## config.mk

```make
export PLATFORM = sky130hd
export DESIGN_NAME = ase_emul_pcie_ss_axis_wrr_sched_flat
export DESIGN_NICKNAME = d
export VERILOG_FILES = /design/src/rtl/ase_emul_pcie_ss_axis_wrr_sched_if.sv /design/src/rtl/ase_emul_pcie_ss_axis_wrr_sched.sv /design/src/flat_wrapper.sv
export SDC_FILE = /design/constraint.sdc
export NUM_CORES = 1
export LEC_CHECK = 0
export ABC_AREA = 1
export CAP_MARGIN = 20
export CORE_ASPECT_RATIO = 1.2
export CORE_MARGIN = 3
export CORE_UTILIZATION = 35
export CTS_CLUSTER_SIZE = 30
export DETAILED_ROUTE_END_ITERATION = 8
export PLACE_DENSITY = 0.65
export SYNTH_ARGS = -nofsm -noshare
export SYNTH_HDL_FRONTEND = slang
export SYNTH_SLANG_ARGS = --single-unit
```

## constraint.sdc

```tcl
create_clock -name clk -period 1.87 [get_ports clk]
set_input_delay 0.2805 -clock clk [delete_from_list [all_inputs] [get_ports clk]]
set_output_delay 0.2805 -clock clk [all_outputs]
set_load 0.02 [all_outputs]
```

## src/rtl/ase_emul_pcie_ss_axis_wrr_sched_if.sv

```systemverilog
// Request/grant bundle between the per-channel skid buffers, the WRR scheduler and the mux.
// A beat on channel c moves in a cycle iff grant_1hot[c] = 1, which happens only when
// req_valid[c] and out_ready are both high; grant_1hot is the skid buffer's tready.
interface ase_emul_pcie_ss_axis_wrr_sched_if #(
  parameter int NUM_CH = 2
);
  localparam int IDX_W = $clog2(NUM_CH);

  logic [NUM_CH-1:0] req_valid;
  logic [NUM_CH-1:0] req_last;
  logic              out_ready;
  logic [NUM_CH-1:0] grant_1hot;
  logic [IDX_W-1:0]  grant_idx;
  logic              grant_valid;

  modport master (
    input  req_valid, req_last, out_ready,
    output grant_1hot, grant_idx, grant_valid
  );

  modport slave (
    output req_valid, req_last, out_ready,
    input  grant_1hot, grant_idx, grant_valid
  );
endinterface

```

## src/rtl/ase_emul_pcie_ss_axis_wrr_sched.sv

```systemverilog
// Packet-aware weighted round-robin beat scheduler for the PCIe SS AXI-S mux.
// Optional starvation guard: define ASE_EMUL_PCIE_SS_SCHED_STARVE_GUARD_EN.
module ase_emul_pcie_ss_axis_wrr_sched #(
  parameter  int NUM_CH       = 2,
  parameter  int WEIGHT_W     = 4,
  parameter  int STARVE_W     = 8,
  parameter  int STARVE_LIMIT = 200,
  localparam int IDX_W        = $clog2(NUM_CH)
) (
  input  logic                           clk,
  input  logic                           rst_n,
  ase_emul_pcie_ss_axis_wrr_sched_if.master bus,
  input  logic [NUM_CH*WEIGHT_W-1:0]     weight_cfg,
  output logic [IDX_W-1:0]               cur_ch
);

  logic [IDX_W-1:0]    cur;
  logic [WEIGHT_W-1:0] credit;
  logic                locked;
  logic [IDX_W-1:0]    lock_ch;

  logic [IDX_W-1:0]    adv_ch;
  logic                adv_found;
  logic [IDX_W:0]      rot_sum;
  logic [IDX_W-1:0]    rot_ch;

  logic [IDX_W-1:0]    sel;
  logic                sel_ok;
  logic                adv;
  logic                sel_last;
  logic                fire;
  logic [WEIGHT_W-1:0] w_raw;
  logic [WEIGHT_W-1:0] reload;

  // First requester strictly after cur, wrapping so cur itself is tried last.
  always_comb begin
    adv_found = 1'b0;
    adv_ch    = '0;
    rot_sum   = '0;
    rot_ch    = '0;
    for (int k = 1; k <= NUM_CH; k++) begin
      rot_sum = {1'b0, cur} + (IDX_W+1)'(k);
      if (rot_sum >= (IDX_W+1)'(NUM_CH)) rot_sum = rot_sum - (IDX_W+1)'(NUM_CH);
      rot_ch = rot_sum[IDX_W-1:0];
      if (!adv_found && bus.req_valid[rot_ch]) begin
        adv_found = 1'b1;
        adv_ch    = rot_ch;
      end
    end
  end

`ifdef ASE_EMUL_PCIE_SS_SCHED_STARVE_GUARD_EN
  logic [STARVE_W-1:0] wait_cnt [NUM_CH];
  logic                st_found;
  logic [IDX_W-1:0]    st_ch;

  always_comb begin
    st_found = 1'b0;
    st_ch    = '0;
    for (int c = 0; c < NUM_CH; c++) begin
      if (!st_found && bus.req_valid[c] && wait_cnt[c] >= STARVE_W'(STARVE_LIMIT)) begin
        st_found = 1'b1;
        st_ch    = IDX_W'(c);
      end
    end
  end

  always_ff @(posedge clk) begin
    for (int c = 0; c < NUM_CH; c++) begin
      if (!rst_n || bus.grant_1hot[c]) wait_cnt[c] <= '0;
      else if (bus.req_valid[c] && wait_cnt[c] != '1) wait_cnt[c] <= wait_cnt[c] + 1'b1;
    end
  end
`else
  logic unused_starve_cfg;
  assign unused_starve_cfg = (STARVE_W > 0) && (STARVE_LIMIT > 0);
`endif

  always_comb begin
    sel    = '0;
    sel_ok = 1'b0;
    adv    = 1'b0;
    if (locked) begin
      sel    = lock_ch;
      sel_ok = 1'b1;
    end
`ifdef ASE_EMUL_PCIE_SS_SCHED_STARVE_GUARD_EN
    else if (st_found) begin
      sel    = st_ch;
      sel_ok = 1'b1;
      adv    = 1'b1;
    end
`endif
    else if (bus.req_valid[cur] && credit != '0) begin
      sel    = cur;
      sel_ok = 1'b1;
    end else if (adv_found) begin
      sel    = adv_ch;
      sel_ok = 1'b1;
      adv    = 1'b1;
    end
  end

  assign fire     = rst_n & bus.out_ready & sel_ok & bus.req_valid[sel];
  assign sel_last = bus.req_last[sel];
  assign w_raw    = weight_cfg[int'(sel)*WEIGHT_W +: WEIGHT_W];
  assign reload   = (w_raw == '0) ? WEIGHT_W'(1) : w_raw;

  assign bus.grant_valid = fire;
  assign bus.grant_idx   = fire ? sel : '0;
  assign bus.grant_1hot  = fire ? (NUM_CH'(1) << sel) : '0;
  assign cur_ch          = rst_n ? cur : '0;

  // A locked packet always belongs to cur, so any non-ADVANCE tlast beat spends credit.
  always_ff @(posedge clk) begin
    if (!rst_n) begin
      cur     <= '0;
      credit  <= '0;
      locked  <= 1'b0;
      lock_ch <= '0;
    end else if (fire) begin
      locked <= !sel_last;
      if (!sel_last) lock_ch <= sel;
      if (adv) begin
        cur    <= sel;
        credit <= sel_last ? (reload - WEIGHT_W'(1)) : reload;
      end else if (sel_last && credit != '0) begin
        credit <= credit - WEIGHT_W'(1);
      end
    end
  end

endmodule

```

## src/flat_wrapper.sv

```systemverilog
// flat-port wrapper written by rule: the top's interface ports become plain ports
module ase_emul_pcie_ss_axis_wrr_sched_flat 
#(
  parameter  int NUM_CH       = 2,
  parameter  int WEIGHT_W     = 4,
  parameter  int STARVE_W     = 8,
  parameter  int STARVE_LIMIT = 200,
  localparam int IDX_W        = $clog2(NUM_CH)
)
  (clk, rst_n, weight_cfg, cur_ch, bus_req_valid, bus_req_last, bus_out_ready, bus_grant_1hot, bus_grant_idx, bus_grant_valid);
  ase_emul_pcie_ss_axis_wrr_sched_if #(.NUM_CH(NUM_CH)) bus_i ();
  input  logic clk;
  input  logic rst_n;
  input  logic [NUM_CH*WEIGHT_W-1:0] weight_cfg;
  output logic [IDX_W-1:0] cur_ch;
  input wire logic [$bits(bus_i.req_valid)-1:0] bus_req_valid;
  input wire logic [$bits(bus_i.req_last)-1:0] bus_req_last;
  input wire logic [$bits(bus_i.out_ready)-1:0] bus_out_ready;
  output wire logic [$bits(bus_i.grant_1hot)-1:0] bus_grant_1hot;
  output wire logic [$bits(bus_i.grant_idx)-1:0] bus_grant_idx;
  output wire logic [$bits(bus_i.grant_valid)-1:0] bus_grant_valid;
  assign bus_i.req_valid = bus_req_valid;
  assign bus_i.req_last = bus_req_last;
  assign bus_i.out_ready = bus_out_ready;
  assign bus_grant_1hot = bus_i.grant_1hot;
  assign bus_grant_idx = bus_i.grant_idx;
  assign bus_grant_valid = bus_i.grant_valid;
  ase_emul_pcie_ss_axis_wrr_sched #(.NUM_CH(NUM_CH), .WEIGHT_W(WEIGHT_W), .STARVE_W(STARVE_W), .STARVE_LIMIT(STARVE_LIMIT)) u_core (.clk(clk), .rst_n(rst_n), .bus(bus_i), .weight_cfg(weight_cfg), .cur_ch(cur_ch));
endmodule
```

=== Word-level counts from Yosys, hierarchy flattened ===
Index checks and enable logic that the tools add are counted.

* Register bits after elaboration: 7
* Input port bits: 15
* Logic and storage cells: 64

* Add/sub/neg operators: 6
* Order comparisons: 6
* Shift operators: 2
* Multiplexer cells: 31
* Bitwise operators: 4
* Reductions and logical operators: 11

{| class="wikitable"
|+ Operators with widths
! operator !! number
|-
| 1-bit two-way mux || 26
|-
| 4-bit two-way mux || 4
|-
| 1-bit by 2-bit less-than comparator with 1-bit output (second input constant) || 4
|-
| 8-bit by 4-bit variable part select with 4-bit output || 1
|-
| 4-bit by 1-bit subtractor with 4-bit output (second input constant) || 2
|-
| 2-bit AND reduction || 3
|-
| 2-bit >= comparator (second input constant) || 2
|-
| 4-bit logical NOT || 1
|-
| 4-bit nonzero test || 1
|-
| 1-bit bitwise AND || 3
|-
| 1-bit logical AND || 3
|-
| 1-bit by 1-bit adder with 2-bit output (second input constant) || 1
|-
| 1-bit by 2-bit adder with 2-bit output (second input constant) || 1
|-
| 1-bit logical NOT || 2
|-
| 2-bit two-way mux || 1
|-
| 2-bit nonzero test || 1
|-
| 1-bit by 1-bit left shift with 2-bit output (first input constant) || 1
|-
| 1-bit subtractor (second input constant) || 2
|-
| 1-bit inverter || 1
|}

=== Longest topological paths before layout ===
* Depth after elaboration: 18
* Gate-level depth with buffers: 17

=== Least setup slack after synthesis ===
OpenSTA, ideal clock, no wires.

* Path type: register to output
* From: register u_core.credit[0]
* To: output port bus_grant_1hot[1]
* Arrival: 1.749 ns
* Slack: -0.160 ns
* Stages on the path, launching flop included: 12
* Path buffers: 1
* Cell sequence: dfxtp_1 > inv_1 > ha_1 > nand2_1 > nand2_2 > nand3_4 > nand2_8 > nand2_2 > a21oi_4 > inv_2 > nor2_4 > buf_4

* Word-level cells in the longest chain between the ends: 8

{| class="wikitable"
|+ Ends and longest elaborated chain
! element !! RTL line !! text
|-
| start, declared || ase_emul_pcie_ss_axis_wrr_sched.sv:18 || <nowiki>logic [WEIGHT_W-1:0] credit;</nowiki>
|-
| start signal, assigned || ase_emul_pcie_ss_axis_wrr_sched.sv:126 || <nowiki>credit <= sel_last ? (reload - WEIGHT_W'(1)) : reload;</nowiki>
|-
| start signal, assigned || ase_emul_pcie_ss_axis_wrr_sched.sv:128 || <nowiki>credit <= credit - WEIGHT_W'(1);</nowiki>
|-
| 4-bit nonzero test (*) || ase_emul_pcie_ss_axis_wrr_sched.sv:94 || <nowiki>else if (bus.req_valid[cur] && credit != '0) begin</nowiki>
|-
| 1-bit logical AND (*) || ase_emul_pcie_ss_axis_wrr_sched.sv:94 ||
|-
| 1-bit two-way mux || ase_emul_pcie_ss_axis_wrr_sched.sv:94 ||
|-
| 1-bit two-way mux || ase_emul_pcie_ss_axis_wrr_sched.sv:83 || <nowiki>if (locked) begin</nowiki>
|-
| 1-bit two-way mux (implied by the code) (2 in a row) || ase_emul_pcie_ss_axis_wrr_sched.sv:104 || <nowiki>assign fire = rst_n & bus.out_ready & sel_ok & bus.req_valid[sel];</nowiki>
|-
| 1-bit bitwise AND (*) || ase_emul_pcie_ss_axis_wrr_sched.sv:104 ||
|-
| named net bus_grant_valid || flat_wrapper.sv:21 || <nowiki>output wire logic [$bits(bus_i.grant_valid)-1:0] bus_grant_valid;</nowiki>
|-
| 2-bit two-way mux (*) || ase_emul_pcie_ss_axis_wrr_sched.sv:111 || <nowiki>assign bus.grant_1hot = fire ? (NUM_CH'(1) << sel) : '0;</nowiki>
|-
| end, declared || flat_wrapper.sv:19 || <nowiki>output wire logic [$bits(bus_i.grant_1hot)-1:0] bus_grant_1hot;</nowiki>
|}

Mark *: on every way through the listed nets, which the timed path passes. The rest lies on a longest branch. The select of a mux whose other input is x is not followed.

=== Worst setup path in the final report ===
* From: register u_core.credit[1]
* To: register u_core.credit[1]

* Word-level cells in the longest chain between the ends: 10

{| class="wikitable"
|+ Ends and longest elaborated chain
! element !! RTL line !! text
|-
| 4-bit nonzero test || ase_emul_pcie_ss_axis_wrr_sched.sv:94, ase_emul_pcie_ss_axis_wrr_sched.sv:127 ||
|-
| 1-bit logical AND || ase_emul_pcie_ss_axis_wrr_sched.sv:94 ||
|-
| 1-bit two-way mux || ase_emul_pcie_ss_axis_wrr_sched.sv:94 ||
|-
| 1-bit two-way mux || ase_emul_pcie_ss_axis_wrr_sched.sv:83 ||
|-
| 8-bit by 4-bit variable part select with 4-bit output || ase_emul_pcie_ss_axis_wrr_sched.sv:106 || <nowiki>assign w_raw = weight_cfg[int'(sel)*WEIGHT_W +: WEIGHT_W];</nowiki>
|-
| 4-bit logical NOT || ase_emul_pcie_ss_axis_wrr_sched.sv:107 || <nowiki>assign reload = (w_raw == '0) ? WEIGHT_W'(1) : w_raw;</nowiki>
|-
| 4-bit two-way mux || ase_emul_pcie_ss_axis_wrr_sched.sv:107 ||
|-
| 4-bit by 1-bit subtractor with 4-bit output || ase_emul_pcie_ss_axis_wrr_sched.sv:126 ||
|-
| 4-bit two-way mux || ase_emul_pcie_ss_axis_wrr_sched.sv:126 ||
|-
| 4-bit two-way mux || ase_emul_pcie_ss_axis_wrr_sched.sv:124 || <nowiki>if (adv) begin</nowiki>
|}

Several ways; a longest one is shown, not always the timed one. The select of a mux whose other input is x is not followed.
A chain may end at the register's enable or synchronous reset.

==> results by stage <==
Synth:
- Synthesis inferred 7 register bits.
- For this run, the register share of the synthesized area comes to 18.4%.
- During synthesis, Yosys emitted a total of 0 warnings.
- The netlist area before placement is 762 sq um.
- The number of instances in the synthesized netlist is 126.
- Averaged over all synthesized cells, the footprint is 6.05 sq um.
- Counting every net in the synthesized netlist gives 143.
- Yosys mapped the design onto 30 distinct sky130hd cell types.

STA:
- Setup violations remaining at the end of the flow were counted as 7.
- The maximum clock frequency is 480 MHz.
- The final period utilization is 111%.
- On the final layout, the worst clock skew is 2.98 ps.
- The measured slew at the worst slew-check pin is 232 ps.
- Setup repair after global routing could not meet its margin everywhere.
- The relative slew slack is 84.5%.
- The hold violation count in the final report is 0.
- The worst path in the final design needs a cycle of 2080 ps, including I/O delays and setup.
- The minimum setup slack in the final design is -214 ps.
- The final-report max-slew violation count is 0.

Worst setup path:
- At the worst endpoint, the arrival time is 2240 ps.
- The reg-to-reg setup timing slack is -210 ps.
- The setup path with the least slack is of type reg -> reg.
- The category of the worst setup path capture point is a register.
- The most common cell type on the critical path is sky130_fd_sc_hd__nand2_2.
- The critical path startpoint category is a register.
- The endpoint required time on the critical path is 2030 ps.
- The worst-path cell with the longest stage delay is sky130_fd_sc_hd__dfxtp_2.
- The worst register-to-register path begins at u_core.credit[1].
- The endpoint identified for the worst register-to-register timing path is u_core.credit[1].
- Measured in cells, the most critical reg-to-reg path has a length of 18.
- In this run the worst setup path begins at u_core.credit[1].
- Of all nets on the critical path, the largest fanout is 5.
- The maximum single-stage delay on the critical path is 310 ps.
- The end of the critical path is u_core.credit[1].
- The critical path goes through inv_2 > ha_4 > nand2_4 > nand2_4 > nand3_4 > nand2_8 > buf_8 > nand2_2 > nand2_2 > nand3_2 > nand2_2 > inv_2 > ha_4 > nand2_2 > nand3_2 > o21ai_1 > nor2_1 > nor2_1.

Routing:
- The total iterations of the first detailed-routing run is 4.
- In the final routed layout, each cell accounts on average for 12.2 um.
- Dividing the detail-routed via count by the number of cells gives 4.79.
- The number of DRC markers in iteration 0 is 23.
- The via total after detailed routing is 1024.
- For this run, design rule violations remaining after detail routing come to 0.
- After detailed routing, the total wire length is 2620 um.
- The remaining antenna violation count after routing is 0.

Placed design:
- The final estimated routing congestion in global placement is 0.854.
- Once placement finished, the instance area stood at 1240 sq um.
- The count of input and output buffers is 19.
- The post-detailed-placement half-perimeter wirelength is 1790 um.

Layout:
- In the final layout, the multi-input gates occupy 653 sq um.
- The final layout contains 204 nets.
- The sequential cell area in the final layout is 143 sq um.
- The layout has 156 filler cells.
- The number of antenna diodes in the final layout is 0.
- The finished cells cover 1480 sq um.
- The area added between synthesis and finish is 94.4%.
- The post-route netlist has 52.2% of its cells at a drive strength greater than 1.
- For this run, the share of the core covered by cells in the final layout is 75.7%.

Global route:
- Entering global routing, the biggest net connects 9 pins.
- The global route total overflow is 0.
- The total track usage is 18.8%.
- The number of antenna violations at the first check in global routing was 0.
- The via count of the first global-routing pass is 1028.
- The global-route wire length before repair is 4180 um.

Die:
- The starting utilization of the core area is 38.9%.
- The number of top-level design ports is 20.
- In this run the horizontal extent of the chip is 48.6 um.
- The height of the die is 57.1 um.
- The area of the die is 2780 sq um.
- The floorplan has 17 rows.
- The area of the core is 1960 sq um.

Clock tree:
- CTS built an H-tree with a depth of 1.
- Counting along the longest clock path gives a buffer depth of 2.
- The root buffer cell is sky130_fd_sc_hd__clkbuf_4.
- The number of CTS-inserted buffers is 3.
- CTS saw 7 sinks.
- TritonCTS built the clock tree.
- The count of hold-fix buffers inserted at cts is 0.
- Clock-pin slew was measured on the worst setup and hold paths at 50 ps.
- The latest clock arrival within the worst-skew pair is 260 ps.

Power:
- The largest voltage drop on the vdd net is 0.443 mV.
- In this run the static leakage power is 0.759 nW.
- The final total power is 0.782 mW.
- The total power density per cell area is 528 nW/um^2.

Status:
- The run finished, with violations left.
- The final reports fail on negative setup slack.

Min path:
- The worst hold path belongs to the class reg -> reg.

Job:
- The number of max-cap violations is 0.
## metrics by stage
stage | setup WS, ps | std cells | setup TNS, ps | hold WS, ps
4_1_cts | -163 | 213 | -669 | 487
3_5_place_dp | -673 | 201 | -5210 | 478
6_report | -214 | 214 | -798 | 488
2_1_floorplan | -81.5 | 126 | -100 | 455
3_3_place_gp | -644 | 201 | -4840 | 466
5_1_grt | -343 | 214 | -1500 | 502
## sequential cells by signal (all words and copies together) (netlist names)
name / cells
u_core.lock_ch: 1
u_core.locked: 1
u_core.credit: 4
u_core.cur: 1
## cell families (layout without fill, tap and decap cells)
| group | Yosys count | after routing | synth area share, % |
|---|---|---|---|
| buffers and inverters | 30 | 90 | 15.9 |
| AO/OA/AOI/OAI | 15 | 15 | 12.8 |
| adder cells (fa/ha/maj) | 2 | 2 | 3.28 |
| flip-flops | 7 | 7 | 18.4 |
| AND/OR/NAND/NOR | 71 | 71 | 48.4 |
| XOR/XNOR | 1 | 1 | 1.15 |
## critical path, delay by kind of cell, from the launching register on
kind | cells | cell delay, ps
DFF | 1 | 310
adders and majority gates | 2 | 420
AOI/OAI and AO/OA | 1 | 60
buffers and inverters | 3 | 260
and+or+nand+nor | 12 | 930
## final cells by class
type / count / share of cell area [%]
Sequential cell: 7 / 9.63
Inverter: 28 / 7.94
Timing Repair Buffer: 58 / 34.2
Tap cell: 28 / 2.36
Clock buffer: 4 / 1.77
Multi-Input combinational cell: 89 / 44.1
## report_power, final
part	internal (mW)	total, mW	switching, mW
registers	0.157	0.163	0.00583
clock network	0.0820	0.146	0.0639
logic	0.235	0.473	0.238
## worst min path at each step
stage | cells past startpoint | slack [ps] | end | from
after floorplan | 2 | 460 | u_core.lock_ch | u_core.lock_ch
after global placement | 2 | 470 | u_core.lock_ch | u_core.lock_ch
after detailed placement | 2 | 480 | u_core.lock_ch | u_core.lock_ch
after CTS | 2 | 490 | u_core.lock_ch | u_core.lock_ch
after global routing | 2 | 500 | u_core.lock_ch | u_core.lock_ch
final | 2 | 490 | u_core.lock_ch | u_core.lock_ch
## cell usage after synthesis, drive strengths merged
library cell,instances,area [sq um]
nand3,10,72.6
nand3b,1,7.51
and2,1,6.26
nand2,42,194
nand4,2,12.5
o21ai,7,42.5
nor3,2,10.0
buf,1,7.51
nor2,12,60.1
inv,26,97.6
a21oi,8,55.1
clkinv,2,12.5
ha,2,25.0
dfxtp,7,140
xor2,1,8.76
clkbuf,1,3.75
or2,1,6.26
## placed cells by master, fill, tap and decap left out, drive strengths merged
master and count:
clkdlybuf4s50 12, a21oi 8, and2 1, nor3 2, dfxtp 7, dlygate4sd2 3
buf 43, nand4 2, clkbuf 4, ha 2, clkinv 2, o21ai 7
xor2 1, inv 26, nor2 12, nand2 42, nand3b 1, nand3 10
or2 1
## metal layers
metal / track usage (%) / routed length, um / part of all wire [%] / vias up
met5: 0 / 0 / 0 / -
met4: 4.88 / 71 / 2.7 / 0
met1: 19.3 / 958 / 37 / 476
met2: 36.8 / 1480 / 57 / 30
li1: - / - / - / 508
met3: 5.74 / 108 / 4.1 / 10
## timing repair
action | CTS | global route
setup buffers | 8 | 4
setup endpoints to repair | 10 | 10
hold endpoints to repair | 0 | 0
pin swaps | 10 | 15
gates resized for setup | 46 | 22
Power figures use the tool's default switching activity.
